### src/rtl/bht_update_scheduler.sv
// Branch history table of 2-bit predictors with a single table port.
// IF lookups own the port; queued EX updates are applied read-modify-write when it is idle.
module bht_update_scheduler #(
  parameter int IDX_W  = 6,
  parameter int QDEPTH = 4
) (
  input  logic                       clk,
  input  logic                       rst_n,
  input  logic                       lookup_valid,
  input  logic [IDX_W-1:0]           lookup_idx,
  output logic                       pred_valid,
  output logic [1:0]                 pred_state,
  output logic                       pred_taken,
  input  logic                       upd_valid,
  input  logic [IDX_W-1:0]           upd_idx,
  input  logic                       upd_mispred,
  output logic                       upd_ready,
  input  logic                       init_req,
  output logic                       busy,
  output logic [$clog2(QDEPTH):0]    q_count
);

  localparam int PTR_W   = $clog2(QDEPTH);
  localparam int CNT_W   = PTR_W + 1;
  localparam int ENTRIES = 1 << IDX_W;

  typedef enum logic {RUN, SWEEP} state_e;

  state_e             state_q, state_d;
  logic [1:0]         table_q [ENTRIES];
  logic [1:0]         table_d [ENTRIES];
  logic [IDX_W-1:0]   fifo_idx_q [QDEPTH];
  logic [IDX_W-1:0]   fifo_idx_d [QDEPTH];
  logic               fifo_mp_q [QDEPTH];
  logic               fifo_mp_d [QDEPTH];
  logic [PTR_W-1:0]   wr_ptr_q, wr_ptr_d, rd_ptr_q, rd_ptr_d;
  logic [CNT_W-1:0]   count_q, count_d;
  logic [IDX_W-1:0]   sweep_idx_q, sweep_idx_d;
  logic               pred_valid_q, pred_valid_d;
  logic [1:0]         pred_state_q, pred_state_d;
  logic               push, pop;

  function automatic logic [1:0] bht_next(input logic [1:0] s, input logic mp);
    if (!mp) return {s[1], 1'b0};
    case (s)
      2'b00:   return 2'b01;
      2'b01:   return 2'b10;
      2'b10:   return 2'b11;
      default: return 2'b00;
    endcase
  endfunction

  assign upd_ready  = (count_q < CNT_W'(QDEPTH)) & (state_q == RUN) & ~init_req;
  assign busy       = (state_q == SWEEP);
  assign q_count    = count_q;
  assign pred_valid = pred_valid_q;
  assign pred_state = pred_state_q;
  assign pred_taken = pred_state_q[1];

  always_comb begin
    state_d      = state_q;
    table_d      = table_q;
    fifo_idx_d   = fifo_idx_q;
    fifo_mp_d    = fifo_mp_q;
    wr_ptr_d     = wr_ptr_q;
    rd_ptr_d     = rd_ptr_q;
    count_d      = count_q;
    sweep_idx_d  = sweep_idx_q;
    pred_valid_d = lookup_valid;
    pred_state_d = pred_state_q;
    push         = upd_valid & upd_ready;
    pop          = 1'b0;

    // Lookup reads the table as it stands before this cycle's write.
    if (lookup_valid)
      pred_state_d = (state_q == SWEEP) ? 2'b01 : table_q[lookup_idx];

    case (state_q)
      RUN: begin
        if (init_req) begin
          state_d     = SWEEP;
          sweep_idx_d = '0;
          wr_ptr_d    = '0;
          rd_ptr_d    = '0;
          count_d     = '0;
        end else begin
          if (!lookup_valid && count_q != '0) begin
            pop = 1'b1;
            table_d[fifo_idx_q[rd_ptr_q]] =
              bht_next(table_q[fifo_idx_q[rd_ptr_q]], fifo_mp_q[rd_ptr_q]);
            rd_ptr_d = rd_ptr_q + 1'b1;
          end
          if (push) begin
            fifo_idx_d[wr_ptr_q] = upd_idx;
            fifo_mp_d[wr_ptr_q]  = upd_mispred;
            wr_ptr_d = wr_ptr_q + 1'b1;
          end
          count_d = count_q + CNT_W'(push) - CNT_W'(pop);
        end
      end
      SWEEP: begin
        table_d[sweep_idx_q] = 2'b01;
        sweep_idx_d = sweep_idx_q + 1'b1;
        if (sweep_idx_q == {IDX_W{1'b1}})
          state_d = RUN;
      end
      default: state_d = RUN;
    endcase
  end

  always_ff @(posedge clk or negedge rst_n) begin
    if (!rst_n) begin
      state_q      <= RUN;
      for (int i = 0; i < ENTRIES; i++) table_q[i] <= 2'b01;
      for (int i = 0; i < QDEPTH; i++) begin
        fifo_idx_q[i] <= '0;
        fifo_mp_q[i]  <= 1'b0;
      end
      wr_ptr_q     <= '0;
      rd_ptr_q     <= '0;
      count_q      <= '0;
      sweep_idx_q  <= '0;
      pred_valid_q <= 1'b0;
      pred_state_q <= 2'b01;
    end else begin
      state_q      <= state_d;
      table_q      <= table_d;
      fifo_idx_q   <= fifo_idx_d;
      fifo_mp_q    <= fifo_mp_d;
      wr_ptr_q     <= wr_ptr_d;
      rd_ptr_q     <= rd_ptr_d;
      count_q      <= count_d;
      sweep_idx_q  <= sweep_idx_d;
      pred_valid_q <= pred_valid_d;
      pred_state_q <= pred_state_d;
    end
  end

endmodule

### config.mk
export PLATFORM = sky130hd
export DESIGN_NAME = bht_update_scheduler
export DESIGN_NICKNAME = d
export VERILOG_FILES = /design/src/rtl/bht_update_scheduler.sv
export SDC_FILE = /design/constraint.sdc
export NUM_CORES = 1
export LEC_CHECK = 0
export CAP_MARGIN = 20
export CORE_MARGIN = 10
export CORE_UTILIZATION = 36
export DETAILED_ROUTE_END_ITERATION = 7
export PLACE_DENSITY = 0.5
export SYNTH_ARGS = -nofsm -noshare
export SYNTH_HDL_FRONTEND = slang
export SYNTH_SLANG_ARGS = --single-unit
### constraint.sdc
create_clock -name clk -period 4.05 [get_ports clk]
set_input_delay 1.215 -clock clk [delete_from_list [all_inputs] [get_ports clk]]
set_output_delay 1.215 -clock clk [all_outputs]
set_load 0.1 [all_outputs]
# Word-level counts from Yosys, hierarchy flattened
# Cells that the tools add are included.
# word_totals
reg_bits	173
elab_cells	175
# op_classes
n_addsub	5
order_cmp	9
n_eq_ne	6
mux	50
bitwise	13
n_reduce_logical	13
# op_table
op	n
128-bit 2-to-1 mux	2
128-bit one-hot mux with 2 select lines	1
128-bit bitwise mux	1
64-bit AND	1
64-bit inverter	1
64-bit bitwise OR	1
2-bit 2-to-1 mux	16
2-bit binary-select mux with 6-bit select	2
24-bit bitwise mux	1
2-bit demux with 6-bit select	2
6-bit 2-to-1 mux	4
7-bit greater-or-equal comparator, second input constant	3
6-bit inverter with 7-bit output	3
7-bit by 1-bit < comparator with 1-bit output, second input constant	2
6-bit binary-select mux with 2-bit select	1
6-bit demux with 2-bit select	1
1-bit 2-to-1 mux	12
6-bit one-hot mux with 2 select lines	1
6-bit by 1-bit adder with 6-bit output, second input constant	1
6-bit == test, second input constant	1
3-bit greater-or-equal comparator, second input constant	2
2-bit inverter with 3-bit output	2
2-bit one-hot mux with 3 select lines	1
2-bit AND reduction	3
22 further kinds	31

# Depth between registers and ports, before layout
# Gate-level depths: netlist of run 1.
# logic_depth
ltp_word	18
ltp_mapped	19
depth_no_buf	13

# Worst setup path after synthesis of run 1
# Ideal clock, no wire load.
# synth_path
path_type	input to register
start	input init_req
end	register count_q[2], in the netlist q_count[2]
setup_ns	0.083
arrival_time_ns	5.430
slack_ns	-1.464
stages	13
n_path_buf	2
cell_sequence	clkbuf_1 -> nor3_1 -> and2_1 -> clkbuf_1 -> inv_1 -> ha_1 -> inv_1 -> ha_1 -> fa_1 -> xor2_1 -> nor3_1 -> a21oi_1 -> o21ai_0
# synth_between
elab_chain_cells	6
# synth_rtl
element	line_no	text
start: declaration	18	input logic init_req,
1-bit inverter (no source line)	--	
1-bit AND	53	assign upd_ready = (count_q < CNT_W'(QDEPTH)) & (state_q == RUN) & ~init_req;
named net upd_ready	17	output logic upd_ready,
1-bit AND	71	push = upd_valid & upd_ready;
3-bit by 1-bit adder with 3-bit output	98	count_d = count_q + CNT_W'(push) - CNT_W'(pop);
3-bit by 1-bit subtractor with 3-bit output	98	
3-bit 2-to-1 mux	80	if (init_req) begin
end signal: assignment	132	count_q <= count_d;
end: declaration	37	logic [CNT_W-1:0] count_q, count_d;
# The timed path passes the listed nets, and every way through them passes these cells.
# A chain may end at the register's enable or synchronous reset.

# Worst setup path in the final report of run 1
# layout_path
start	register rd_ptr_q[0]
end	register table_q[20] (netlist name)
# layout_between
elab_chain_cells	18
word_cells_on_any_way	32
cone_classes	2 x order compare; 2 x eq/ne; 24 x mux; 2 x bitwise; 2 x reduce/logical
# layout_rtl
element	line_no	text
start: declaration	36	logic [PTR_W-1:0] wr_ptr_q, wr_ptr_d, rd_ptr_q, rd_ptr_d;
start signal: assignment	131	rd_ptr_q <= rd_ptr_d;
2-bit inverter with 3-bit output (implied by the code) (*)	89, 90	
6-bit binary-select mux with 2-bit select	89, 90	
6-bit 2-to-1 mux (implied by the code) (2 in series)	89, 90	
6-bit inverter with 7-bit output (implied by the code)	89, 90	
2-bit binary-select mux with 6-bit select	90	bht_next(table_q[fifo_idx_q[rd_ptr_q]], fifo_mp_q[rd_ptr_q]);
2-bit 2-to-1 mux (implied by the code) (2 in series)	90	
2-bit == test, or another cell as far along	45	case (s)
2-bit one-hot mux with 3 select lines	45	
2-bit 2-to-1 mux	45	
2-bit 2-to-1 mux	87	if (!lookup_valid && count_q != '0) begin
2-bit 2-to-1 mux	80	
2-bit 2-to-1 mux	78	case (state_q)
128-bit bitwise mux (*)	89	table_d[fifo_idx_q[rd_ptr_q]] =
128-bit 2-to-1 mux (*)	87	
128-bit 2-to-1 mux (*)	80	
128-bit one-hot mux with 2 select lines (*)	78	
end signal: assignment	127	table_q <= table_d;
end: declaration	30	logic [1:0] table_q [ENTRIES];
# Every way passes the cells marked *; elsewhere a longest branch is shown, timed or not. The select of a mux whose other input is x is not followed.

==> impl_metrics.csv, run 1 <==
group,metric,value,unit
critical_path,cp_max_fo,16,
detailed_routing,ant_nets,0,
critical_path,ff2ff_path_depth,17,
cells_and_area,drive_gt1_frac,0.295,
synthesis,postSynthCellCount,1092,
cells_and_area,layout.cells.non_filler,1546,
power,powerDensity,535,nW/um2
floorplanning,fp-row-count,64,
power,clkPwrFrac,0.243,
critical_path,cp-start-kind,"flip-flop",
timing,fin_setup_tns,0,ns
synthesis,synthFlopType,"dfrtp_1",
synthesis,syn_area_per_cell,10.1,um2
synthesis,synth_nets,1121,
cells_and_area,finalInstanceArea,13000,um2
cells_and_area,num-nets-final,1166,
timing,fin_crit_sh,0.955,
synthesis,synth_edf_count,0,
critical_path,reg2reg_from,"rd_ptr_q[0]",
power,p_comb_frac,0.384,
critical_path,worstPathRequired,4.41,ns
global_route,grt_pass1_wl,61700,um
critical_path,crit_type,"flip-flop to flip-flop",
detailed_routing,wl_per_cell,26.3,um
synthesis,ys_ff_latch,173,
placement,place_ws,0.0339,ns
synthesis,synth_compound_area_frac,0.192,
cells_and_area,fin_util,0.427,
synthesis,synth_top_cell_area_share,0.245,
cells_and_area,num_antenna_cells,0,
detailed_routing,via_count,9613,
power,pwr-share-seq,0.373,
power,p_total,6.95,mW
detailed_routing,drtIter0Drc,1129,
timing,fmax,258,MHz
critical_path,rrSetupSlack,0.18,ns
placement,hpwl,28300,um
power,p_leak,5.01,nW
job,max-cap-violations,0,
synthesis,yosysUniqueCellTypes,68,
global_route,track_usage,0.209,
clock_tree,cts_buffers,17,
min_path,hold_end,"pred_state[0]",
detailed_routing,routed_wl,40600,um
detailed_routing,drtPass1Iterations,6,
timing,min_period,3.87,ns
power,switchingPower,2.91,mW
floorplanning,start_util,0.363,
critical_path,r2r-end,"table_q[20]",
power,swShare,0.419,
status,outcome,"finished clean",
synthesis,yosys.area_share.simple,0.138,
clock_tree,htree_levels,4,
detailed_routing,vias_per_cell,6.22,
synthesis,synth_area_leaders,"dfrtp_1 24%, dfstp_2 15%, mux4_2 11%",
synthesis,synth_top_family_by_area,"multiplexers",
synthesis,muxShareOfSynthArea,0.214,
min_path,hold_path_depth,2,
clock_tree,clk_latency,0.44,ns
power,max-vdd-ir-drop,0.334,mV
floorplanning,die_x,195,um
clock_tree,cts_buffer_depth,2,
timing,maxSlewHeadroom,0.287,
floorplanning,core,30400,um2
min_path,holdCritStartpoint,"pred_state[0]",
timing,rsz0062_at_grt,"false",
power,internal-power,4.04,mW
global_route,first_global_vias,9404,
placement,place.gp.congestion,0.947,
timing,clock_skew,0.0146,ns
placement,placed_area,12300,um2
floorplanning,pin_count,27,
cells_and_area,area_delta_synth_final,17.6,%
synthesis,ys_seq_area_frac,0.399,
min_path,hold_path.class,"flip-flop to flip-flop",
clock_tree,cts_tree,"done",
clock_tree,cts_sinks,173,
critical_path,end_kind,"flip-flop",
placement,placed_cells,1508,
timing,slew_violations,0,
global_route,grt_max_degree,69,
timing,worstMarginPinSlew,1.07,ns
clock_tree,clkTransAtPathRegs,0.08,ns
synthesis,ys_warn_count,0,
floorplanning,die_h,195,um
synthesis,synthAdderAreaFrac,0.0131,
global_route,overflow,0,
synthesis,synth_xor_area_frac,0.00396,
synthesis,synthArstFlopShare,1.00,
synthesis,syn_area,11100,um2
synthesis,synth_top_cell_by_area,"dfrtp_1",
detailed_routing,route.detailed.drc,0,
placement,portBuffers,26,
timing,hold_viol_final,0,
clock_tree,root_buffer,"clkbuf_16",
timing,fin_hold_ws,0.494,ns
critical_path,arrival,4.23,ns
timing,setup_violations,0,
global_route,grt_antenna_before_repair,0,
floorplanning,die_area,38100,um2
timing,worst_slack,0.181,ns
-- cells by family (layout without fill, tap and decap cells) --
family	count (synthesis)	in the layout
mux	166	166
fa+ha+maj	11	11
buf+inv	104	162
simple gates	337	337
xor+xnor	5	5
flops	173	173
compound gates	296	296
-- worst max-delay path, stage by stage, from the launching register on --
cell	delay (ns)
dfrtp_2	0.43
mux4_2	0.57
buf_12	0.19
buf_4	0.18
mux2i_1	0.14
mux2i_1	0.23
nor3_1	0.07
nor3_1	0.16
nor2_1	0.10
buf_6	0.19
or2_1	0.24
ha_1	0.19
nor2_1	0.10
nor2_1	0.06
and2_1	0.21
or3_1	0.41
buf_12	0.16
o32a_1	0.16
-- metal layers --
metal	vias up	global-route usage	wire, um
li1	4217	-	-
met2	461	0.317	18200
met4	0	0.0546	816
met1	4875	0.296	18300
met3	60	0.0432	3230
met5	-	0	0
-- synthesized netlist by cell type, types with 3 or more instances --
cell and number:
a21boi_0 3, buf_1 11, buf_4 7, nor3b_1 7, o31ai_1 38, o21ai_1 4
mux2i_1 71, a21oi_1 88, o21ai_0 33, o41ai_2 17, mux2_2 43, and2_0 3
o41ai_1 5, clkbuf_1 60, nor3_1 17, dfstp_2 65, or3_1 7, nand3b_1 3
mux4_2 52, and3_1 7, and2_1 6, a22oi_1 9, nand2_1 111, a22o_1 4
a31o_2 3, buf_2 15, nor2b_1 6, a211oi_1 4, xor2_1 3, o21a_1 3
nand4_1 3, a221oi_1 9, nor4_1 4, nor2_1 124, dfrtp_1 108, nand2b_1 8
nand3_1 18, ha_1 10, o32a_1 23, a31oi_1 38, inv_1 9
-- power by group through the flow --
stage	combinational, mW	sequential (mW)	clock, mW
final	2.67	2.60	1.69
after global routing	2.86	2.63	1.80
after CTS	2.62	2.58	1.72
after detailed placement	2.61	2.60	0
after global placement	2.59	2.60	0
after floorplan	1.73	2.44	0
-- layout make-up --
cell class	instances	area, um2
sequential	173	4410
multi-input combinational	815	6270
inverter	10	37.5
fill	2931	17400
timing repair buffer	120	1190
clock inverter	15	169
tap	396	495
clock buffer	17	425
-- how the worst max path moves through the flow --
stage,start,endpoint,cells past startpoint
2_1_floorplan,init_req,q_count[2],13
3_3_place_gp,rd_ptr_q[0],table_q[38],15
3_5_place_dp,rd_ptr_q[0],table_q[44],15
4_1_cts,rd_ptr_q[0],table_q[38],15
5_1_grt,rd_ptr_q[0],table_q[123],14
6_report,rd_ptr_q[0],table_q[20],17
-- layout by cell type, fill, tap and decap left out, types with 5 or more instances in the layout --
cell type / n
a21oi_1: 88
a221oi_1: 9
a22oi_1: 9
a31oi_1: 38
and2_1: 6
and3_1: 7
buf_12: 17
buf_4: 78
clkbuf_16: 18
clkdlybuf4s50_1: 18
dfrtp_1: 106
dfstp_2: 65
ha_1: 8
inv_1: 7
inv_8: 5
mux2_2: 43
mux2i_1: 71
mux4_2: 52
nand2_1: 111
nand2b_1: 7
nand3_1: 18
nor2_1: 124
nor2b_1: 6
nor3_1: 15
nor3b_1: 6
o21ai_0: 32
o21ai_1: 5
o31ai_1: 38
o32a_1: 23
o41ai_1: 5
o41ai_2: 17
or3_1: 6
-- timing repair --
item                                    CTS  global route
buffers inserted                          0             5
hold buffers                              0             0
gates resized for setup                   0             8
endpoints found under the setup margin    0           119
-- sequential cells by signal, summed over array words and instances (netlist names) --
register / cells
busy: 1
pred_valid: 1
fifo_idx_q: 24
sweep_idx_q: 6
pred_state: 2
rd_ptr_q: 2
table_q: 128
wr_ptr_q: 2
q_count: 3
fifo_mp_q: 4
(Power assumes the default switching activity.)
==> run 2: changes to the inputs <==
- CORE_UTILIZATION: 36 -> 55
- HOLD_SLACK_MARGIN: default -> 0.08
- PLACE_DENSITY: 0.5 -> 0.72
==> run 2 against run 1 <==
Net effect:
- utilization increased by 22 points
- worst setup slack lost 0.091 ns
- sequential share of layout area up 1.1 points
- clock skew up 0.0029 ns
- combinational power is 3% lower
- highest routed layer unchanged
- largest power group unchanged
- cell count decreased by 9.5%
- non-clock buffer count down 17
- wire length is 8.5% lower
- die area decreased by 31%
- hold slack better by 0.019 ns
==> impl_metrics.csv, run 2 (synthesized netlist as in run 1, its figures left out) <==
group,metric,value,unit
status,outcome,"finished clean",
power,powerDensity,544,nW/um2
power,p_leak,4.89,nW
global_route,first_global_vias,9668,
timing,fmax,253,MHz
detailed_routing,route.detailed.drc,0,
critical_path,crit_type,"flip-flop to flip-flop",
timing,worst_slack,0.0897,ns
placement,placed_area,11900,um2
critical_path,cp-start-kind,"flip-flop",
power,max-vdd-ir-drop,0.544,mV
clock_tree,root_buffer,"clkbuf_16",
clock_tree,clkTransAtPathRegs,0.08,ns
floorplanning,core,19600,um2
global_route,grt_max_degree,60,
cells_and_area,layout_commonest_cell,"nor2_1",
cells_and_area,num-nets-final,1149,
clock_tree,clk_latency,0.45,ns
cells_and_area,area_delta_synth_final,14.0,%
critical_path,cp_max_fo,8,
global_route,track_usage,0.281,
cells_and_area,finalInstanceArea,12600,um2
timing,maxSlewHeadroom,0.263,
clock_tree,cts_buffer_depth,2,
placement,hpwl,25700,um
cells_and_area,biggestRegsByFlops,"table_q (128), fifo_idx_q (24), sweep_idx_q (6)",
placement,place_ws,-0.0232,ns
timing,setup_violations,0,
floorplanning,die_x,162,um
timing,worstMarginPinSlew,1.10,ns
floorplanning,pin_count,27,
placement,place.gp.congestion,1.06,
global_route,grt_antenna_before_repair,1,
timing,clock_skew,0.0174,ns
clock_tree,cts_buffers,17,
placement,placed_cells,1366,
detailed_routing,drtPass1Iterations,8,
cells_and_area,drive_gt1_frac,0.286,
clock_tree,cts_tree,"done",
cells_and_area,fin_util,0.643,
critical_path,end_kind,"flip-flop",
global_route,grt_pass1_wl,57700,um
detailed_routing,wl_per_cell,26.6,um
detailed_routing,ant_nets,0,
detailed_routing,routed_wl,37200,um
detailed_routing,vias_per_cell,7.16,
global_route,overflow,0,
cells_and_area,layout_common_cells,"124 x nor2_1, 111 x nand2_1, 107 x dfrtp_1",
timing,min_period,3.96,ns
cells_and_area,largest_reg_flops,128,
floorplanning,fp-row-count,51,
cells_and_area,n_fill_cell,1546,
clock_tree,holdBufCountCts,0,
timing,slew_violations,0,
placement,portBuffers,26,
detailed_routing,drtIter0Drc,1414,
critical_path,arrival,4.33,ns
clock_tree,htree_levels,4,
floorplanning,die_h,162,um
cells_and_area,top_register,"table_q",
clock_tree,cts_sinks,173,
floorplanning,die_area,26200,um2
timing,hold_viol_final,0,
detailed_routing,via_count,10000,
floorplanning,start_util,0.564,
timing,fin_setup_tns,0,ns
min_path,hold_path.class,"flip-flop to flip-flop",
timing,fin_crit_sh,0.978,
critical_path,worstPathRequired,4.42,ns
cells_and_area,layout.cells.non_filler,1399,
job,max-cap-violations,0,
[run 2: cell count changes in the layout (fill, tap and decap cells not counted), sizes merged]
cell and delta:
buf -16, clkbuf -1, clkinv +1, clkinvlp -1
diode +1
[run 2: cell type report]
type,instances,area [um2],share of cell area
multi-input combinational,815,6280,0.499
tap,265,332,0.0263
clock inverter,15,189,0.0150
antenna,1,2.50,0.000199
inverter,10,37.5,0.00298
sequential,173,4410,0.350
timing repair buffer,103,917,0.0728
clock buffer,17,425,0.0338
[run 2: per-stage QoR]
stage,power [mW],hold slack (ns)
after floorplan,4.18,0.455
after global placement,5.03,0.473
after detailed placement,5.06,0.497
after CTS,6.76,0.513
after global routing,7.12,0.533
final,6.85,0.513
[run 2: where the power goes]
part | internal (mW) | switching [mW] | total, mW | leakage [nW]
sequential | 2.15 | 0.425 | 2.57 | 2.11
clock | 0.843 | 0.852 | 1.70 | 0.297
combinational | 1.01 | 1.58 | 2.59 | 2.48
total | 4.00 | 2.85 | 6.85 | 4.89
[run 2: critical path, cell delays in order (launching register included)]
cell      delay, ns
dfrtp_2        0.47
mux4_2         0.65
buf_4          0.21
nor2_1         0.43
a221oi_1       0.17
o211a_1        0.25
o21ai_0        0.30
a211oi_2       0.15
ha_1           0.20
nor2_1         0.10
nor2_1         0.06
and2_2         0.25
or3_4          0.45
o32a_1         0.18
[run 2: metal layers]
layer	GRT usage	part of all wire	vias up
li1	-	-	4191
met1	0.372	0.39	4906
met2	0.420	0.44	759
met3	0.0763	0.12	162
met4	0.137	0.050	0
met5	0	0	-
[run 2: path summary, 6_finish.rpt]
path                       slack [ns]        endpoint      startpoint  depth (start not counted)
hold reg to reg                  0.51  fifo_idx_q[23]  fifo_idx_q[23]                          1
min in group asynchronous        0.67     table_q[89]           rst_n                          1
max in group asynchronous        2.49     rd_ptr_q[0]           rst_n                          2
hold / removal                   0.51  fifo_idx_q[23]  fifo_idx_q[23]                          1
setup reg to reg                 0.09     table_q[22]     rd_ptr_q[0]                         13
setup / recovery                 0.09     table_q[22]     rd_ptr_q[0]                         13
[run 2: what timing repair did]
action,4_1_cts,5_1_grt
endpoints found under the hold margin,0,0
pin swaps,0,1
setup buffers,0,0
setup endpoints to repair,17,69
gates resized for setup,1,9
==> run 3: changes to the inputs <==
- CTS_CLUSTER_SIZE: default -> 20
==> results of run 3 <==
The final DEF is identical to that of run 2; final timing and power are the same.
